--- src/rtl/eth_rx_buf_ctrl.sv ---
// Receive-side controller for the Ethernet frame buffer: writes MAC bytes into
// port A of the dual-port RAM and publishes committed frames from a slot ring.
module eth_rx_buf_ctrl #(
  parameter int SLOT_BITS = 1
) (
  input  logic                 clk_i,
  input  logic                 rst_ni,
  input  logic                 rx_valid_i,
  input  logic [7:0]           rx_data_i,
  input  logic                 rx_last_i,
  input  logic                 rx_err_i,
  output logic                 buf_en_o,
  output logic [1:0]           buf_we_o,
  output logic [10:0]          buf_addr_o,
  output logic [15:0]          buf_wdata_o,
  output logic                 frame_avail_o,
  output logic [SLOT_BITS-1:0] frame_slot_o,
  output logic [11:0]          frame_len_o,
  input  logic                 frame_done_i,
  output logic [15:0]          drop_cnt_o
);
  localparam int          NSLOT      = 1 << SLOT_BITS;
  localparam logic [11:0] SLOT_BYTES = 12'(1 << (12 - SLOT_BITS));

  typedef enum logic [1:0] {IDLE, RECV, DISCARD, COMMIT} state_t;

  state_t               state, state_next;
  logic [SLOT_BITS-1:0] wr_ptr, rd_ptr, wr_ptr_next, rd_ptr_next;
  logic [SLOT_BITS:0]   count, count_next;
  logic [11:0]          len [NSLOT];
  logic [11:0]          byte_idx, widx, head_len_next;
  logic                 accept, drop, commit, rel, ring_full;

  // count never exceeds NSLOT, so its top bit alone marks a full ring
  assign ring_full = count[SLOT_BITS];
  assign widx      = (state == IDLE) ? 12'd0 : byte_idx;

  always_comb begin
    state_next = state;
    accept     = 1'b0;
    drop       = 1'b0;
    case (state)
      IDLE: begin
        if (rx_valid_i) begin
          if (ring_full) begin
            state_next = rx_last_i ? IDLE : DISCARD;
            drop       = rx_last_i;
          end else begin
            accept = 1'b1;
            if (rx_last_i) begin
              state_next = rx_err_i ? IDLE : COMMIT;
              drop       = rx_err_i;
            end else begin
              state_next = RECV;
            end
          end
        end
      end
      RECV: begin
        if (rx_valid_i) begin
          if (byte_idx == SLOT_BYTES) begin
            state_next = rx_last_i ? IDLE : DISCARD;
            drop       = rx_last_i;
          end else begin
            accept = 1'b1;
            if (rx_last_i) begin
              state_next = rx_err_i ? IDLE : COMMIT;
              drop       = rx_err_i;
            end
          end
        end
      end
      DISCARD: begin
        if (rx_valid_i && rx_last_i) begin
          state_next = IDLE;
          drop       = 1'b1;
        end
      end
      default: begin
        // a byte landing in the commit cycle cannot be placed; drop its frame
        state_next = IDLE;
        if (rx_valid_i) begin
          state_next = rx_last_i ? IDLE : DISCARD;
          drop       = rx_last_i;
        end
      end
    endcase
  end

  always_comb begin
    commit      = (state == COMMIT);
    rel         = frame_done_i && (count != '0);
    wr_ptr_next = commit ? wr_ptr + 1'b1 : wr_ptr;
    rd_ptr_next = rel ? rd_ptr + 1'b1 : rd_ptr;
    count_next  = count;
    if (commit && !rel) begin
      count_next = count + 1'b1;
    end else if (!commit && rel) begin
      count_next = count - 1'b1;
    end
    // the length being committed is not in len[] yet when it becomes the head
    head_len_next = (commit && (rd_ptr_next == wr_ptr)) ? byte_idx : len[rd_ptr_next];
  end

  always_ff @(posedge clk_i or negedge rst_ni) begin
    if (!rst_ni) begin
      state         <= IDLE;
      wr_ptr        <= '0;
      rd_ptr        <= '0;
      count         <= '0;
      byte_idx      <= '0;
      for (int i = 0; i < NSLOT; i++) begin
        len[i] <= '0;
      end
      buf_en_o      <= 1'b0;
      buf_we_o      <= 2'b00;
      buf_addr_o    <= '0;
      buf_wdata_o   <= '0;
      frame_avail_o <= 1'b0;
      frame_slot_o  <= '0;
      frame_len_o   <= '0;
      drop_cnt_o    <= '0;
    end else begin
      state    <= state_next;
      buf_en_o <= accept;
      buf_we_o <= accept ? (widx[0] ? 2'b10 : 2'b01) : 2'b00;
      if (accept) begin
        buf_addr_o  <= {wr_ptr, widx[11-SLOT_BITS:1]};
        buf_wdata_o <= {rx_data_i, rx_data_i};
        byte_idx    <= widx + 12'd1;
      end
      if (commit) begin
        len[wr_ptr] <= byte_idx;
      end
      wr_ptr <= wr_ptr_next;
      rd_ptr <= rd_ptr_next;
      count  <= count_next;
      if (drop && (drop_cnt_o != 16'hFFFF)) begin
        drop_cnt_o <= drop_cnt_o + 16'd1;
      end
      frame_avail_o <= (count_next != '0);
      frame_slot_o  <= rd_ptr_next;
      frame_len_o   <= head_len_next;
    end
  end
endmodule

--- config.mk ---
export PLATFORM = sky130hd
export DESIGN_NAME = eth_rx_buf_ctrl
export DESIGN_NICKNAME = d
export VERILOG_FILES = /design/src/rtl/eth_rx_buf_ctrl.sv
export SDC_FILE = /design/constraint.sdc
export NUM_CORES = 1
export LEC_CHECK = 0
export CAP_MARGIN = 20
export CORE_ASPECT_RATIO = 0.7
export CORE_UTILIZATION = 45
export CTS_CLUSTER_SIZE = 8
export DETAILED_ROUTE_END_ITERATION = 7
export HOLD_SLACK_MARGIN = 0.12
export MAX_ROUTING_LAYER = met4
export PLACE_DENSITY = 0.7
export SLEW_MARGIN = 10
export SYNTH_ARGS = -nofsm -noshare
export SYNTH_HDL_FRONTEND = slang
export SYNTH_SLANG_ARGS = --single-unit
--- constraint.sdc ---
create_clock -name clk_i -period 4.15 [get_ports clk_i]
set_input_delay 1.0375 -clock clk_i [delete_from_list [all_inputs] [get_ports clk_i]]
set_output_delay 1.0375 -clock clk_i [all_outputs]
set_load 0.01 [all_outputs]
Word level (Yosys, flattened, before mapping)
Cells that the tools add are included.
Storage, ports and cells
  register bits: 101
  output and inout port bits: 60
Cells by class
  add/subtract/negate cells: 6
  $lt $le $gt $ge: 3
  equal/unequal tests: 10
  muxes and demuxes: 37
  bitwise operators: 2
  reduce and logical (&&, ||, !) cells: 13
Operators with widths (count)
  $mux W12: 6
  $mux W2: 14
  $bwmux W24: 1
  $add A16 B1 Y16 const B: 1
  $ne A16 B16 Y1 const B: 1
  $add A12 B1 Y12 const B: 1
  $demux W12 S1: 1
  $eq A12 B12 Y1 const B: 1
  $mux W1: 12
  $logic_and A1 B1 Y1: 7
  $ne A2 B2 Y1 const B: 3
  $pmux W2 S3: 1
  $eq A2 B2 Y1 const B: 2
  $ge A2 B2 Y1 const B: 2
  $not A1 Y2: 2
  $reduce_and A4 Y1: 1
  $reduce_bool A2 Y1: 2
  $ne A3 B3 Y1 const B: 1
  $pmux W1 S3: 1
  $add A1 B1 Y1 const B: 2
  $add A2 B1 Y2 const B: 1
  $eq A2 B1 Y1 const B: 1
  $logic_not A1 Y1: 2
  $logic_not A2 Y1: 1
  other kinds (4): 4

Logic depth before layout (Yosys ltp)
Gate-level depths: netlist of run 1.
  word-level depth: 8
  mapped depth: 10

Least setup slack after synthesis of run 1
OpenSTA, ideal clock, no wires.
  path kind: input port to flip-flop
  start: in rx_last_i
  end: reg drop_cnt_o[1]
  arrival time: 2190 ps
  required time: 4022 ps
  path slack: 1832 ps
  cell stages on the path: 6
  path through: clkbuf_1 -> inv_1 -> nor4_2 -> o21a_2 -> nand2_2 -> mux2_1
On the way
  cells in the longest elaborated chain, start to end: 5
  elaborated cells on any way between the ends: 10
  classes of those cells: mux (8); reduce/logical (2)
RTL lines
  from (decl): RTL line 10  | input logic rx_last_i,
  $mux W1: RTL line 50, 66
  $mux W1 (on tied branches): RTL line 61, 45
  $mux W1 (on tied branches): RTL line 60, 44
  $pmux W1 S3 (*): RTL line 42  | case (state)
  $logic_and A1 B1 Y1 (*): RTL line 138  | if (drop && (drop_cnt_o != 16'hFFFF)) begin
  to (signal assigned): RTL line 139  | drop_cnt_o <= drop_cnt_o + 16'd1;
  to (decl): RTL line 20  | output logic [15:0] drop_cnt_o
Mark *: on every way between the ends. The rest lies on a longest branch, timed or not.
A chain may end at the register's enable or synchronous reset.

Worst setup path in the final report of run 1
  start: in frame_done_i
  end: reg frame_len_o[7]
On the way
  cells in the longest elaborated chain, start to end: 7
  elaborated cells on any way between the ends: 9
  classes of those cells: eq/ne (1); mux (5); bitwise (1); reduce/logical (2)
RTL lines
  from (decl): RTL line 19  | input logic frame_done_i,
  $logic_and A1 B1 Y1 (*): RTL line 92  | rel = frame_done_i && (count != '0);
  $mux W1 (*): RTL line 94  | rd_ptr_next = rel ? rd_ptr + 1'b1 : rd_ptr;
  $not A1 Y2 (implied by the code): RTL line 102  | head_len_next = (commit && (rd_ptr_next == wr_ptr)) ? byte_idx : len[rd_ptr_next];
  $mux W12 (implied by the code) (3 in series): RTL line 102
  $mux W12 (*): RTL line 102
  net head_len_next[7]: RTL line 31  | logic [11:0] byte_idx, widx, head_len_next;
  to (signal assigned): RTL line 143  | frame_len_o <= head_len_next;
  to (decl): RTL line 18  | output logic [11:0] frame_len_o,
The timed path passes the listed nets; every way through them passes the cells marked *. The select of a mux whose other input is x is not followed.

==> impl_metrics.tcl, run 1 <==
set metrics [dict create \
    yosys.cell_count.top_type "sky130_fd_sc_hd__dfrtp_1" \
    cpMaxStageDelayCell "sky130_fd_sc_hd__nand3_1" \
    crit_fanout 24 \
    place_worst_setup_slack_ps 946 \
    vias_after_detailed_routing 2965 \
    rsz0062_at_grt "false" \
    io_pins 74 \
    ant_nets 0 \
    grt_max_degree 61 \
    ys_top_cells_by_area "sky130_fd_sc_hd__dfrtp_1 (55%), sky130_fd_sc_hd__nand2_1 (6.6%), sky130_fd_sc_hd__mux2_2 (5.9%)" \
    max_freq_mhz 350 \
    synth_top_area_cell "sky130_fd_sc_hd__dfrtp_1" \
    rows 29 \
    initial_utilization_pct 46.5 \
    ir_worst_vdd_v 0.000367 \
    post_layout_minimum_cycle_time_ps 2860 \
    p_leak_nw 2.41 \
    timing.critical_path.slowest_cell_delay_ps 630 \
    yosysSeqAreaShare_pct 55.2 \
    core_area_um2 9070 \
    syn-instance-count 394 \
    n_fill_cell 800 \
    cts.hold.buffers_added 0 \
    synth_fp_nets 411 \
    avgViaCountPerCell 5.08 \
    cts-buffers-inserted 9 \
    hp-class "register to register" \
    synth_top_flop_cell "sky130_fd_sc_hd__dfrtp_1" \
    startpoint_type "input port" \
    finalMaxSlewViolations 0 \
    critPathKind "input port to register" \
    dominant_combinational_cell_family_by_area_after_synthesis "simple AND/OR/NAND/NOR gates" \
    vias_in_the_first_global_route 2819 \
    cts.root.buffer_cell "sky130_fd_sc_hd__clkbuf_16" \
    synth.yosys.warnings 0 \
    setup_ws_ps 1290 \
    fraction_of_synthesized_area_in_multiplexers_pct 9.59 \
    cts_tree "done" \
    netlist-cell-type-count 47 \
    synth_xor_area_share_pct 5.94 \
    post_synth_most_frequent_cells "sky130_fd_sc_hd__dfrtp_1 (93), sky130_fd_sc_hd__nand2_1 (74), sky130_fd_sc_hd__mux2_2 (22), sky130_fd_sc_hd__nor2_1 (22), sky130_fd_sc_hd__xnor2_1 (20)" \
    timing.critical_path.cells "clkdlybuf4s50_1 > nor2b_1 > xnor3_1 > nand3_1 > nor2_1 > a21oi_1" \
    finalHoldViolCount 0 \
    synth-seq-cells 93 \
    post-route-period-util_pct 68.9 \
    die_h_um 83.0 \
    worstMarginPinSlew_ps 902 \
    asyncSetResetFlopFracSynth_pct 100 \
    syn2layout_area_growth_pct 24.6 \
    synth_largest_type_area_fraction_pct 55.2 \
    gpl.final_weighted_congestion 0.803 \
    sequentialPowerShare_pct 39.4 \
    p_int_mw 2.19 \
    die_width_um 118 \
    gr_usage_total_pct 19.6 \
    initial_antenna_violation_count 0 \
    detail_route.wl_per_cell_um 14.6 \
    total_of_buffers_placed_on_input_and_output_ports 73 \
    antennaDiodeCount 0 \
    worst_slew_margin_rel_pct 39.7 \
    cts.repair.resized 0 \
    die-area_um2 9760 \
    number_of_detailed_route_iterations_in_the_first_pass 4 \
    pwr-share-clk_pct 24.5 \
    switching_share_pct 33.2 \
    dr.first_iter.drc_count 146 \
    cell_area_synth_um2 4220 \
    synth_area_in_compound_gates_pct 5.25 \
    clock_latency_ps 340 \
    power.net_switching_mw 1.09 \
    power.combinational.fraction_pct 36.1 \
    final_net_count 472 \
    result_of_the_run "finished, final reports clean" \
    post_synth.cell_area_avg_um2 10.7 \
    power.density_nw_per_um2 623 \
    cts.sink_count 93 \
    post_route_cells_drive_above_1_share_pct 11.7 \
    hpwlAfterDp_um 5860 \
    max_cap_violations 0 \
    setup_tns_ps 0 \
    synth-adder-area-share_pct 0.890 \
    synth_edf_count 0 \
    yosys.area_share.simple_pct 18.1 \
    total_number_of_h_tree_levels 3 \
    grt_pass1_wl_um 14500 \
    endpoint_kind "register" \
    post_cts.repair.setup_buffers 0 \
    critPathArrivalTime_ps 3040 \
    worst_setup_hold_path_clk_slew_ps 60 \
    clock_path_buffers 2 \
    route.final.wire_length_um 8550 \
    crit_required_ps 4330 \
    final-setup-viol-count 0 \
    post-route-drc-count 0 \
    overflow 0 \
    skew_ps 5.68 \
]
## metrics by stage
stage          std cells  power (mW)  hold WS, ps  instance area, um2  utilization [%]
6_report             584        3.28          477                5250             57.9
3_3_place_gp         568        2.47          461                4950             54.6
5_1_grt              584        3.48          506                5250             57.9
4_1_cts              584        3.32          482                5250             57.9
3_5_place_dp         568        2.50          467                4950             54.6
2_1_floorplan        394        2.04          449                4220                -
## cells by family after synthesis
family | Yosys count
compound gates | 38
xor+xnor | 27
fa+ha+maj | 3
buf+inv | 36
flops | 93
mux | 37
simple gates | 160
## sequential cells by signal (all words and copies together) (netlist names)
signal	count
buf_we_o	2
wr_ptr	1
state	2
drop_cnt_o	16
frame_avail_o	1
frame_len_o	12
buf_addr_o	11
byte_idx	12
count	2
len	24
buf_en_o	1
buf_wdata_o	8
rd_ptr	1
## layout make-up
class | instances | area, um2 | share of cell area (%)
Timing Repair Buffer | 77 | 758 | 14.4
Inverter | 9 | 36.3 | 0.691
Tap cell | 124 | 155 | 2.95
Clock buffer | 14 | 284 | 5.41
Sequential cell | 93 | 2330 | 44.3
Multi-Input combinational cell | 265 | 1680 | 31.9
Clock inverter | 2 | 15.0 | 0.286
## worst paths after layout
path                                     from        endpoint  slack, ps  cells after the start
min in group asynchronous              rst_ni  frame_len_o[7]        760                      1
max in group asynchronous              rst_ni        count[0]       2640                      2
worst min register to register  buf_addr_o[7]   buf_addr_o[7]        480                      2
worst max-delay path             frame_done_i  frame_len_o[7]       1290                      6
worst min-delay path            buf_addr_o[7]   buf_addr_o[7]        480                      2
worst max register to register       count[1]  frame_len_o[7]       1700                      7
## critical path: cells and delay by family
family          cells  cell delay (ps)
buf+inv             1              440
compound gates      1               70
simple gates        3             1280
xor+xnor            1              200
## cells in the final DEF (no fill, tap or decap), drive strengths merged, types with 2 or more instances in the layout
master,n
a21oi,16
a31oi,2
and2,3
and3,8
buf,5
clkbuf,14
clkdlybuf4s50,72
clkinvlp,2
dfrtp,93
ha,3
inv,9
mux2,24
mux2i,13
nand2,75
nand2b,3
nand3,18
nand4,11
nor2,22
nor2b,2
nor3,5
nor4,2
o21ai,12
or2,4
or4,3
xnor2,20
xor2,6
## layer usage
layer,track usage (%),part of all wire (%)
met5,-,0
met4,4.55,1.0
met3,5.91,4.9
met2,28.6,45
met1,26.9,49
## power by group through the flow
stage                     clock [mW]  combinational, mW  sequential [mW]
after global placement             0               1.16             1.30
after CTS                      0.827               1.20             1.30
after global routing           0.859               1.29             1.32
after floorplan                    0              0.722             1.32
after detailed placement           0               1.19             1.31
final                          0.802               1.18             1.29
Power figures use the tool's default switching activity.
==> inputs of run 2 (changes only) <==
==> constraint.sdc (replaced) <==
create_clock -name clk_i -period 2.8 [get_ports clk_i]
set_input_delay 0.7 -clock clk_i [delete_from_list [all_inputs] [get_ports clk_i]]
set_output_delay 0.7 -clock clk_i [all_outputs]
set_load 0.01 [all_outputs]
==> run 2 against run 1 <==
Sequential share of layout area shrank 0.60 points. Sequential power grew 47%. Die area is the same. Core utilization grew 0.80 points. Cell count grew 0.51%. Critical endpoint is now drop_cnt_o[1].
==> impl_metrics.tcl, run 2 (synthesis results as in run 1) <==
set metrics [dict create \
    worst-r2r-cell-count 5 \
    worstMarginPinSlew_ps 679 \
    startpoint_type "register" \
    initial_antenna_violation_count 0 \
    result_of_the_run "finished, final reports clean" \
    max_cap_violations 0 \
    crit_family "simple AND/OR/NAND/NOR gates" \
    crit_fanout 16 \
    post-route-drc-count 0 \
    critical_path_buf_inv_count 0 \
    worst_slew_margin_rel_pct 54.6 \
    critPathArrivalTime_ps 2510 \
    clock_path_buffers 2 \
    timing.critical_path.cells "or4_4 > nor4_2 > o21a_2 > nand2_2 > mux2_1" \
    syn2layout_area_growth_pct 26.4 \
    core_area_um2 9070 \
    gr_usage_total_pct 19.8 \
    post_layout_nonfiller_instances 587 \
    endpoint_kind "register" \
    vias_in_the_first_global_route 2850 \
    die_width_um 118 \
    largest_register "len" \
    overflow 0 \
    total_of_buffers_placed_on_input_and_output_ports 73 \
    layout_top_registers "len (24), drop_cnt_o (16)" \
    grt_pass1_wl_um 14600 \
    avgViaCountPerCell 5.09 \
    cts.sink_count 93 \
    initial_utilization_pct 46.5 \
    ant_nets 0 \
    cts-buffers-inserted 9 \
    dr.first_iter.drc_count 216 \
    p_leak_nw 2.46 \
    die-area_um2 9760 \
    antennaDiodeCount 0 \
    largest_register_ff_count 24 \
    power.density_nw_per_um2 945 \
    rsz0062_at_grt "false" \
    setup_tns_ps 0 \
    hp-class "input port to asynchronous set/reset pin" \
    total_number_of_h_tree_levels 3 \
    number_of_detailed_route_iterations_in_the_first_pass 4 \
    die_h_um 83.0 \
    skew_ps 5.13 \
    hpwlAfterDp_um 5840 \
    detail_route.wl_per_cell_um 14.8 \
    cpMaxStageDelayCell "sky130_fd_sc_hd__or4_4" \
    worst_setup_hold_path_clk_slew_ps 60 \
    post-route-period-util_pct 81.8 \
    cp.depth 5 \
    cts.root.buffer_cell "sky130_fd_sc_hd__clkbuf_16" \
    post_cts.repair.setup_buffers 0 \
    final_area_um2 5330 \
    cts.repair.resized 0 \
    finalMaxSlewViolations 0 \
    critPathKind "register to register" \
    cts.hold.buffers_added 0 \
    route.final.wire_length_um 8690 \
    grt_max_degree 41 \
    n_fill_cell 766 \
    power_mw 5.03 \
    rows 29 \
    postPlaceCellArea_um2 5000 \
    cts_tree "done" \
    crit_required_ps 3020 \
    gpl.final_weighted_congestion 0.807 \
    final-setup-viol-count 0 \
    post_layout_minimum_cycle_time_ps 2290 \
    final_net_count 476 \
    dp_cells 572 \
    vias_after_detailed_routing 2987 \
    max_freq_mhz 436 \
    clock_latency_ps 340 \
    mostFrequentLayoutCell "sky130_fd_sc_hd__dfrtp_1" \
    timing.critical_path.slowest_cell_delay_ps 600 \
    ir_worst_vdd_v 0.000699 \
    finalHoldViolCount 0 \
    io_pins 74 \
    post_route_cells_drive_above_1_share_pct 12.3 \
    mostFrequentLayoutCells "sky130_fd_sc_hd__dfrtp_1 (93), sky130_fd_sc_hd__nand2_1 (74), sky130_fd_sc_hd__clkdlybuf4s50_1 (72), sky130_fd_sc_hd__nor2_1 (22), sky130_fd_sc_hd__mux2_2 (22)" \
]
run 2: changes by cell type in the layout (fill, tap and decap cells not counted):
cell,before,now
sky130_fd_sc_hd__clkbuf_8,4,0
sky130_fd_sc_hd__buf_4,5,8
sky130_fd_sc_hd__bufinv_16,0,3
sky130_fd_sc_hd__clkinv_2,0,2
sky130_fd_sc_hd__clkinvlp_4,2,0
sky130_fd_sc_hd__buf_12,0,1
run 2: layout make-up:
class	count	area, um2	share of cell area, %
clock inverters	5	100	1.88
repair buffers	81	801	15.0
well taps	124	155	2.91
flip-flops and latches	93	2330	43.7
multi-input cells	265	1680	31.5
clock buffers	10	229	4.30
inverters	9	36.3	0.681
run 2: power by group:
| group | leakage (nW) | switching (mW) | internal [mW] | total [mW] |
|---|---|---|---|---|
| clock network | 0.162 | 0.471 | 0.864 | 1.33 |
| logic | 1.05 | 0.897 | 0.905 | 1.80 |
| registers | 1.24 | 0.242 | 1.66 | 1.90 |
run 2: layer usage:
| layer | vias up | track usage, % | routed length, um |
|---|---|---|---|
| met5 | - | - | 0 |
| met3 | 7 | 4.60 | 346 |
| met2 | 77 | 27.1 | 3750 |
| li1 | 1463 | - | - |
| met1 | 1440 | 28.5 | 4480 |
| met4 | 0 | 7.34 | 123 |
run 2: stage by stage:
step / utilization, % / hold slack (ps) / worst slack (ps)
2_1_floorplan: - / 404 / 820
3_3_place_gp: 55.1 / 463 / 238
3_5_place_dp: 55.1 / 470 / 201
4_1_cts: 58.7 / 356 / 494
5_1_grt: 58.7 / 389 / 352
6_report: 58.7 / 341 / 508
run 2: path summary, 6_finish.rpt:
| kind | endpoint | start | slack, ps |
|---|---|---|---|
| worst max-delay path | drop_cnt_o[1] | byte_idx[2] | 510 |
| worst min-delay path | len[22] | rst_ni | 340 |
| worst max register to register | drop_cnt_o[1] | byte_idx[2] | 510 |
| worst min register to register | buf_addr_o[4] | buf_addr_o[4] | 480 |
| max in group asynchronous | frame_len_o[1] | rst_ni | 1810 |
| min in group clk_i | buf_addr_o[4] | buf_addr_o[4] | 480 |
==> inputs of run 3 (changes only) <==
--- a/config.mk
+++ b/config.mk
@@ -12,7 +12,7 @@
 export DETAILED_ROUTE_END_ITERATION = 7
 export HOLD_SLACK_MARGIN = 0.12
 export MAX_ROUTING_LAYER = met4
-export PLACE_DENSITY = 0.7
+export PLACE_DENSITY = 0.73
 export SLEW_MARGIN = 10
 export SYNTH_ARGS = -nofsm -noshare
 export SYNTH_HDL_FRONTEND = slang
==> constraint.sdc (replaced) <==
create_clock -name clk_i -period 2 [get_ports clk_i]
set_input_delay 0.5 -clock clk_i [delete_from_list [all_inputs] [get_ports clk_i]]
set_output_delay 0.5 -clock clk_i [all_outputs]
set_load 0.01 [all_outputs]
==> run 3 against run 2 <==
Global-route usage is 1.6 points higher. Combinational power rose by 66%. Clock power grew 38%. Design area is 8.1% higher. Largest cell class unchanged. Highest routed layer unchanged.
==> impl_metrics.tcl, run 3 (synthesis results as in run 1) <==
set metrics [dict create \
    skew_ps 6.15 \
    post-route-period-util_pct 99.9 \
    die_width_um 118 \
    grt_pass1_wl_um 15800 \
    final_net_count 514 \
    layout_top_registers "len (24), drop_cnt_o (16)" \
    hp-class "register to register" \
    mostFrequentLayoutCell "sky130_fd_sc_hd__dfrtp_1" \
    startpoint_type "register" \
    io_pins 74 \
    finalMaxSlewViolations 0 \
    vias_in_the_first_global_route 3121 \
    number_of_detailed_route_iterations_in_the_first_pass 4 \
    n_fill_cell 714 \
    gr_usage_total_pct 21.4 \
    post-route-drc-count 0 \
    cts.root.buffer_cell "sky130_fd_sc_hd__clkbuf_16" \
    core_area_um2 9070 \
    max_freq_mhz 501 \
    cpMaxStageDelayCell "sky130_fd_sc_hd__or4_4" \
    endpoint_kind "register" \
    critPathKind "register to register" \
    gpl.final_weighted_congestion 0.814 \
    timing.critical_path.slowest_cell_delay_ps 580 \
    hpwlAfterDp_um 6310 \
    antennaDiodeCount 0 \
    finalHoldViolCount 0 \
    power.density_nw_per_um2 1290 \
    worstMarginPinSlew_ps 418 \
    cts-buffers-inserted 9 \
    rows 29 \
    die_h_um 83.0 \
    largest_register "len" \
    crit_fanout 5 \
    clock_latency_ps 340 \
    postLayoutCoreUtil_pct 63.5 \
    grt_max_degree 63 \
    final-setup-viol-count 0 \
    max_cap_violations 0 \
    critPathArrivalTime_ps 2230 \
    cts_tree "done" \
    power_mw 7.44 \
    result_of_the_run "finished, final reports clean" \
    mostFrequentLayoutCells "sky130_fd_sc_hd__dfrtp_1 (93), sky130_fd_sc_hd__nand2_1 (74), sky130_fd_sc_hd__clkdlybuf4s50_1 (72), sky130_fd_sc_hd__buf_4 (37)" \
    total_number_of_h_tree_levels 3 \
    post_layout_minimum_cycle_time_ps 2000 \
    timing.critical_path.cells "or4_4 > nor4_4 > o21a_4 > nand2_4 > mux2_4" \
    cts.sink_count 93 \
    initial_antenna_violation_count 0 \
    vias_after_detailed_routing 3183 \
    die-area_um2 9760 \
    largest_register_ff_count 24 \
    avgViaCountPerCell 5.08 \
    post_layout_nonfiller_instances 626 \
    syn2layout_area_growth_pct 36.6 \
    post_route_cells_drive_above_1_share_pct 21.5 \
    crit_required_ps 2230 \
    total_of_buffers_placed_on_input_and_output_ports 73 \
    dp_cells 604 \
    detail_route.wl_per_cell_um 14.9 \
    crit_family "simple AND/OR/NAND/NOR gates" \
    ant_nets 0 \
    setup_tns_ps 0 \
    fin_hold_ws_ps 477 \
    rsz0062_at_grt "true" \
    initial_utilization_pct 46.5 \
    worst_setup_hold_path_clk_slew_ps 60 \
    ir_worst_vdd_v 0.000964 \
    worst_slew_margin_rel_pct 72.1 \
    p_leak_nw 2.68 \
    overflow 0 \
    route.final.wire_length_um 9340 \
    clock_path_buffers 2 \
    critical_path_buf_inv_count 0 \
    dr.first_iter.drc_count 192 \
]
## run 3: final timing paths
check	endpoint	cells past startpoint	startpoint	slack, ps
worst max-delay path	drop_cnt_o[1]	5	byte_idx[2]	2
worst min-delay path	buf_addr_o[4]	2	buf_addr_o[4]	480
worst max register to register	drop_cnt_o[1]	5	byte_idx[2]	2
worst min register to register	buf_addr_o[4]	2	buf_addr_o[4]	480
max in group asynchronous	frame_len_o[2]	3	rst_ni	910
min in group asynchronous	len[19]	2	rst_ni	530
## run 3: routing by layer
metal	GRT usage (%)	up-vias	share of wire (%)	routed length (um)
met5	-	-	0	0
met4	7.11	0	1.6	146
met3	5.22	14	3.6	336
met2	31.3	70	47	4380
met1	29.2	1555	48	4480
li1	-	1544	-	-
## run 3: final cells by class
type	instances	area [um2]	share of cell area (%)
multi-input cells	266	1780	30.9
clock buffers	10	239	4.15
flip-flops and latches	93	2330	40.4
inverters	9	36.3	0.630
clock inverters	6	93.8	1.63
repair buffers	118	1120	19.5
well taps	124	155	2.70
## run 3: report_power, final
group          internal, mW  leakage, nW  total (mW)  switching (mW)
clock network          1.14        0.160        1.84           0.703
registers              2.32         1.24        2.61           0.291
logic                  1.58         1.28        2.99            1.41
## run 3: stage by stage
stage                     setup slack [ps]  area, um2
after floorplan                       29.7       4220
after global placement                -206       5260
after detailed placement              -294       5260
after CTS                            -29.0       5650
after global routing                 -83.1       5760
final                                 2.24       5760
## run 3: repair_timing
item	in CTS	in global routing
hold endpoints to repair	9	0
setup buffers	3	1
gates cloned	1	0
setup endpoints to repair	7	37
gates resized for setup	3	20
pin swaps	3	5
hold buffers	1	0
## run 3: tightest hold or removal path, delay by kind of cell, from the launching register on
kind	cells	cell delay, ps
DFF	1	340
and+or+nand+nor	2	100
